<file path="config.mk">
export PLATFORM = sky130hd
export DESIGN_NAME = mul_div_unit
export DESIGN_NICKNAME = d
export VERILOG_FILES = /design/src/rtl/mul_div_unit.sv
export SDC_FILE = /design/constraint.sdc
export NUM_CORES = 1
export LEC_CHECK = 0
export CORE_AREA = 5 5 206 208
export CTS_BUF_LIST = sky130_fd_sc_hd__clkbuf_4
export CTS_CLUSTER_DIAMETER = 40
export DETAILED_ROUTE_END_ITERATION = 8
export DIE_AREA = 0 0 211 213
export DONT_BUFFER_PORTS = 1
export GPL_TIMING_DRIVEN = 0
export PLACE_DENSITY = 0.75
export REMOVE_ABC_BUFFERS = 1
export SYNTH_ARGS = -nofsm -noshare
export SYNTH_HDL_FRONTEND = slang
export SYNTH_SLANG_ARGS = --single-unit
</file>
<file path="constraint.sdc">
create_clock -name clk -period 15.7 [get_ports clk]
set_input_delay 0.785 -clock clk [delete_from_list [all_inputs] [get_ports clk]]
set_output_delay 0.785 -clock clk [all_outputs]
set_load 0.05 [all_outputs]
</file>
<file path="src/rtl/mul_div_unit.sv">
// mul_div_unit: iterative RV32M shift-add multiply / restoring divide unit driving the mul CDB lane
module mul_div_unit #(
  parameter int ROB_IDX_WIDTH = 5
) (
  input  logic                     clk,
  input  logic                     rst,
  input  logic                     flush,
  input  logic                     issue_valid,
  output logic                     issue_ready,
  input  logic [2:0]               issue_multop,
  input  logic [31:0]              issue_rs1_data,
  input  logic [31:0]              issue_rs2_data,
  input  logic [4:0]               issue_rd_addr,
  input  logic [ROB_IDX_WIDTH-1:0] issue_rob_idx,
  output logic                     cdb_mul_valid,
  output logic [31:0]              cdb_mul_data,
  output logic [4:0]               cdb_mul_rd_addr,
  output logic [ROB_IDX_WIDTH-1:0] cdb_mul_rob_idx
);
  typedef enum logic [1:0] {IDLE, MUL, DIV, DONE} state_t;
  state_t                   state_q;
  logic [2:0]               op_q;
  logic [4:0]               rd_q;
  logic [ROB_IDX_WIDTH-1:0] rob_q;
  logic                     neg_q, sa_q;
  logic [63:0]              acc_q, mc_q;
  logic [31:0]              mp_q;
  logic [5:0]               cnt_q;
  logic        accept, a_sgn, b_sgn, a_neg, b_neg, is_div, is_rem, div0, ovf;
  logic [31:0] a_mag, b_mag, spec_res, mul_res, div_res, rem_d, quot_d, iter_res;
  logic [63:0] mul_acc_d, prod_d;
  logic [33:0] diff_d;
  logic        ge_d;
  assign issue_ready   = (state_q == IDLE || state_q == DONE) && !flush;
  assign cdb_mul_valid = (state_q == DONE) && !flush;
  assign accept   = issue_valid && issue_ready;
  assign a_sgn    = issue_multop == 3'd1 || issue_multop == 3'd2 || issue_multop == 3'd4 || issue_multop == 3'd6;
  assign b_sgn    = issue_multop == 3'd1 || issue_multop == 3'd4 || issue_multop == 3'd6;
  assign a_neg    = a_sgn && issue_rs1_data[31];
  assign b_neg    = b_sgn && issue_rs2_data[31];
  assign a_mag    = a_neg ? -issue_rs1_data : issue_rs1_data;
  assign b_mag    = b_neg ? -issue_rs2_data : issue_rs2_data;
  assign is_div   = issue_multop[2];
  assign is_rem   = issue_multop[1];
  assign div0     = is_div && issue_rs2_data == 32'd0;
  // Signed overflow case (INT_MIN / -1) only applies to DIV/REM, not the unsigned forms
  assign ovf      = is_div && !issue_multop[0] && issue_rs1_data == 32'h8000_0000 && issue_rs2_data == 32'hFFFF_FFFF;
  assign spec_res = div0 ? (is_rem ? issue_rs1_data : 32'hFFFF_FFFF) : (is_rem ? 32'd0 : 32'h8000_0000);
  assign mul_acc_d = acc_q + (mp_q[0] ? mc_q : 64'd0);
  assign prod_d    = neg_q ? -mul_acc_d : mul_acc_d;
  assign mul_res   = op_q == 3'd0 ? prod_d[31:0] : prod_d[63:32];
  // Divide: acc_q holds {remainder, dividend/quotient}; shift in next dividend bit and trial-subtract
  assign diff_d  = {1'b0, acc_q[63:31]} - {2'b0, mc_q[31:0]};
  assign ge_d    = !diff_d[33];
  assign rem_d   = ge_d ? diff_d[31:0] : acc_q[62:31];
  assign quot_d  = {acc_q[30:0], ge_d};
  assign div_res = op_q[1] ? (sa_q ? -rem_d : rem_d) : (neg_q ? -quot_d : quot_d);
  assign iter_res = state_q == DIV ? div_res : mul_res;
  always_ff @(posedge clk or posedge rst) begin
    if (rst) begin
      state_q         <= IDLE;
      op_q            <= '0;
      rd_q            <= '0;
      rob_q           <= '0;
      neg_q           <= 1'b0;
      sa_q            <= 1'b0;
      acc_q           <= '0;
      mc_q            <= '0;
      mp_q            <= '0;
      cnt_q           <= '0;
      cdb_mul_data    <= '0;
      cdb_mul_rd_addr <= '0;
      cdb_mul_rob_idx <= '0;
    end else if (flush) begin
      state_q <= IDLE;
    end else if (accept) begin
      op_q  <= issue_multop;
      rd_q  <= issue_rd_addr;
      rob_q <= issue_rob_idx;
      neg_q <= a_neg ^ b_neg;
      sa_q  <= a_neg;
      cnt_q <= '0;
      acc_q <= is_div ? {32'd0, a_mag} : 64'd0;
      mc_q  <= {32'd0, is_div ? b_mag : a_mag};
      mp_q  <= b_mag;
      state_q <= (div0 || ovf) ? DONE : (is_div ? DIV : MUL);
      if (div0 || ovf) begin
        cdb_mul_data    <= issue_rd_addr == 5'd0 ? 32'd0 : spec_res;
        cdb_mul_rd_addr <= issue_rd_addr;
        cdb_mul_rob_idx <= issue_rob_idx;
      end
    end else if (state_q == DONE) begin
      state_q <= IDLE;
    end else if (state_q == MUL || state_q == DIV) begin
      cnt_q <= cnt_q + 6'd1;
      acc_q <= state_q == DIV ? {rem_d, quot_d} : mul_acc_d;
      mc_q  <= state_q == DIV ? mc_q : {mc_q[62:0], 1'b0};
      mp_q  <= {1'b0, mp_q[31:1]};
      if (cnt_q == 6'd31) begin
        state_q         <= DONE;
        cdb_mul_data    <= rd_q == 5'd0 ? 32'd0 : iter_res;
        cdb_mul_rd_addr <= rd_q;
        cdb_mul_rob_idx <= rob_q;
      end
    end
  end
endmodule

</file>
==> flow_summary.toml <==
[synth]
synth-async-reset-ratio_pct = 100
synth_top_family_by_area = "compound AO/OA/AOI/OAI gates"
synth_fa_ha_area_share_pct = 5.66
yosys.area_share.simple_pct = 24.4
postSynthAreaPerCell_um2 = 7.39
synth_seq_cells = 225
synthesis.area_um2 = 23900
synth-compound-area-share_pct = 31.2
seq_area_frac_synth_pct = 23.5
synth_common_cells = "nand2_1 (419), nor2_1 (307), a21oi_1 (305)"
synth_cell_types = 102
ys.flop_type = "dfrtp_1"
synth_edf_count = 0
yosysTopAreaCell = "dfrtp_1"
synth_cells = 3239
synth.top_cell.area_share_pct = 23.5
yosysWarnings = 0
synthTopCellsByArea = "dfrtp_1 (24%), nand2_1 (6.6%), a21oi_1 (6.4%)"
synth.area.mux_share_pct = 3.36
yosysMostFrequentCell = "nand2_1"
synth_xor_area_share_pct = 7.36

[run]
maxCapViolCount = 1

[clock_network]
cts_buffer_depth = 3
htreeDepth = 3
clock-sinks = 225
cts_made_buffers = 69
insertion_delay_ps = 870
cts_tree = "done"
cts-resized-gates = 0
clk_pin_slew_ps = 70
clock-root-buffer = "clkbuf_4"

[route]
num_vias = 27300
final_antenna_net_count = 0
drt_iter0_markers = 4260
drc = 4
vias_per_cell = 7.35
first_pass_iters = 9
routed_wl_mm = 109
post_drt_wl_per_cell_um = 29.4

[critical_path]
critical_path_class = "reg2reg"
cp_max_fo = 39
cp-end-kind = "register"
start_kind = "register"
reg2reg_depth = 18
worstSetupEndpoint = "cdb_mul_data[28]"
cp_data_required_time_ps = 16460
crit_arrival_ps = 9740
reg2reg_to = "cdb_mul_data[28]"
regToRegStartpoint = "acc_q[35]"
rrSetupSlack_ps = 6720
critPathLaunch = "acc_q[35]"

[placement]
gp_congestion = 1.11
place_area_um2 = 24200
port_buffers = 0
dp_hpwl_mm = 83.9

[global_route]
grt-ovfl-total = 0
grt_max_degree = 121
antenna_found_initial = 8
grt_pass1_vias = 25400
grt_usage_pct = 47.0
grt_pass1_wl_mm = 160

[sta]
finalCritPeriodShare_pct = 57.2
fin_skew_ps = 78.4
max_clock_freq_mhz = 111
final-hold-violation-count = 0
slew_violations = 7
period_minus_slack_ps = 8980
relSlewSlack_pct = -7.99
tightest_slew_ps = 1610
hold_ws_ps = 66.9
setup_tns_ps = 0
rsz0062_at_grt = "false"
setup_viol_count_final = 0

[finish]
n_fill_cell = 3682
drive_above_1_share_pct = 7.30
layout.nets = 3321
multi_input_area_um2 = 17300
area_delta_synth_final_pct = 5.19
ff_latch_area_um2 = 5640
final_core_util_pct = 62.4
design_area_um2 = 25200

[pwr]
leakagePower_nw = 10.3
power_frac_comb_pct = 69.6
switching_share_pct = 60.8
p_int_mw = 2.57
pwr-share-clk_pct = 9.7
p_sw_mw = 3.98
peakVddDrop_mv = 0.269
p_seq_share_pct = 20.8
power_density_nw_per_um2 = 260

[floorplanning]
start_util_pct = 59.3
io_pins = 125
fp.dieW_um = 211
rows = 74
die_y_um = 213
die_area_um2 = 44900
core_region_area_um2 = 40400

[status]
violations = "design-rule violations, max-capacitance violations, max-slew violations"
status = "finished, violations left"

[min_path]
hp-class = "in2reg"
-- layer usage --
layer / track usage [%] / share of wire [%]
met2: 67.3 / 41
met5: 0.970 / 0.20
met3: 17.5 / 14
met1: 57.0 / 36
met4: 36.5 / 9.9
-- how the worst min path moves through the flow --
stage                           startpoint        to  slack (ps)  cells after the start
final                     issue_rd_addr[4]   rd_q[4]          70                      2
after global routing       issue_multop[0]   op_q[0]          50                      2
after CTS                 issue_rd_addr[4]   rd_q[4]          50                      2
after detailed placement          rob_q[2]  rob_q[2]         450                      2
after global placement            rob_q[0]  rob_q[0]         450                      2
after floorplan                   rob_q[0]  rob_q[0]         440                      2
-- placed cells by master (no fill, tap or decap), drive strengths merged, types with 17 or more instances in the layout --
| cell | n |
|---|---|
| ha | 105 |
| or3 | 35 |
| mux2 | 22 |
| nand2 | 420 |
| nand4 | 70 |
| nand2b | 21 |
| inv | 83 |
| nor4 | 35 |
| xor2 | 76 |
| nand3 | 51 |
| a21o | 34 |
| o21a | 28 |
| a211oi | 89 |
| dfrtp | 225 |
| mux2i | 51 |
| a31oi | 32 |
| a221oi | 19 |
| clkbuf | 102 |
| xnor2 | 125 |
| o21ai | 306 |
| a21oi | 309 |
| o31ai | 41 |
| or4 | 20 |
| o211ai | 38 |
| and2 | 89 |
| o221ai | 17 |
| nor3 | 77 |
| nor2 | 307 |
| a22o | 51 |
-- through the flow --
| stage | setup WS, ps | power (mW) | cells |
|---|---|---|---|
| after floorplan | 8320 | 4.15 | 3044 |
| after global placement | 3970 | 5.48 | 3576 |
| after detailed placement | 7420 | 5.63 | 3591 |
| after CTS | 7360 | 6.28 | 3709 |
| after global routing | 6620 | 6.85 | 3716 |
| final | 6720 | 6.55 | 3720 |
-- sequential cells by signal, summed over array words and instances, names as in the netlist, 6 cells and up --
register and count:
acc_q 64, cdb_mul_data 32, cnt_q 6, mc_q 64, mp_q 32
-- what timing repair did --
| action | in CTS | in global routing |
|---|---|---|
| setup buffers | 0 | 0 |
| hold buffers | 1 | 0 |
| hold endpoints to repair | 79 | 0 |
-- power by group through the flow --
stage / logic [mW] / clock network [mW] / registers, mW
after global placement: 4.16 / 0 / 1.33
after floorplan: 3.00 / 0 / 1.16
after CTS: 4.32 / 0.632 / 1.32
final: 4.56 / 0.634 / 1.36
after detailed placement: 4.29 / 0 / 1.33
after global routing: 4.82 / 0.664 / 1.37
-- layout make-up --
class                      count  share of cell area (%)
timing repair buffer          18                    1.34
clock inverter                16                   0.522
tap                          532                    2.64
multi-input combinational   2736                    68.7
clock buffer                 101                    3.01
antenna                        9                  0.0895
inverter                      83                    1.27
sequential                   225                    22.4
-- worst max-delay path, stage by stage (launching register included) --
cell       delay (ps)
dfrtp_1           780
ha_1              410
and2_1            210
a221o_1           440
o2111a_1          310
o311ai_2          900
nand2_2           740
inv_1            1200
mux2i_1           380
ha_1              300
nand3_1           120
a211oi_1          470
nand4_1           310
a2111oi_0        1060
a41oi_1           290
xnor2_1           290
o221ai_1          200
a31o_2            340
a21oi_1           140
-- kinds of logic after synthesis --
family	after synthesis
AOI/OAI and AO/OA	1140
adders and majority gates	107
DFF	225
and+or+nand+nor	1213
muxes	75
xor gates and xnor gates	201
buffers and inverters	278
(Power assumes the default switching activity.)
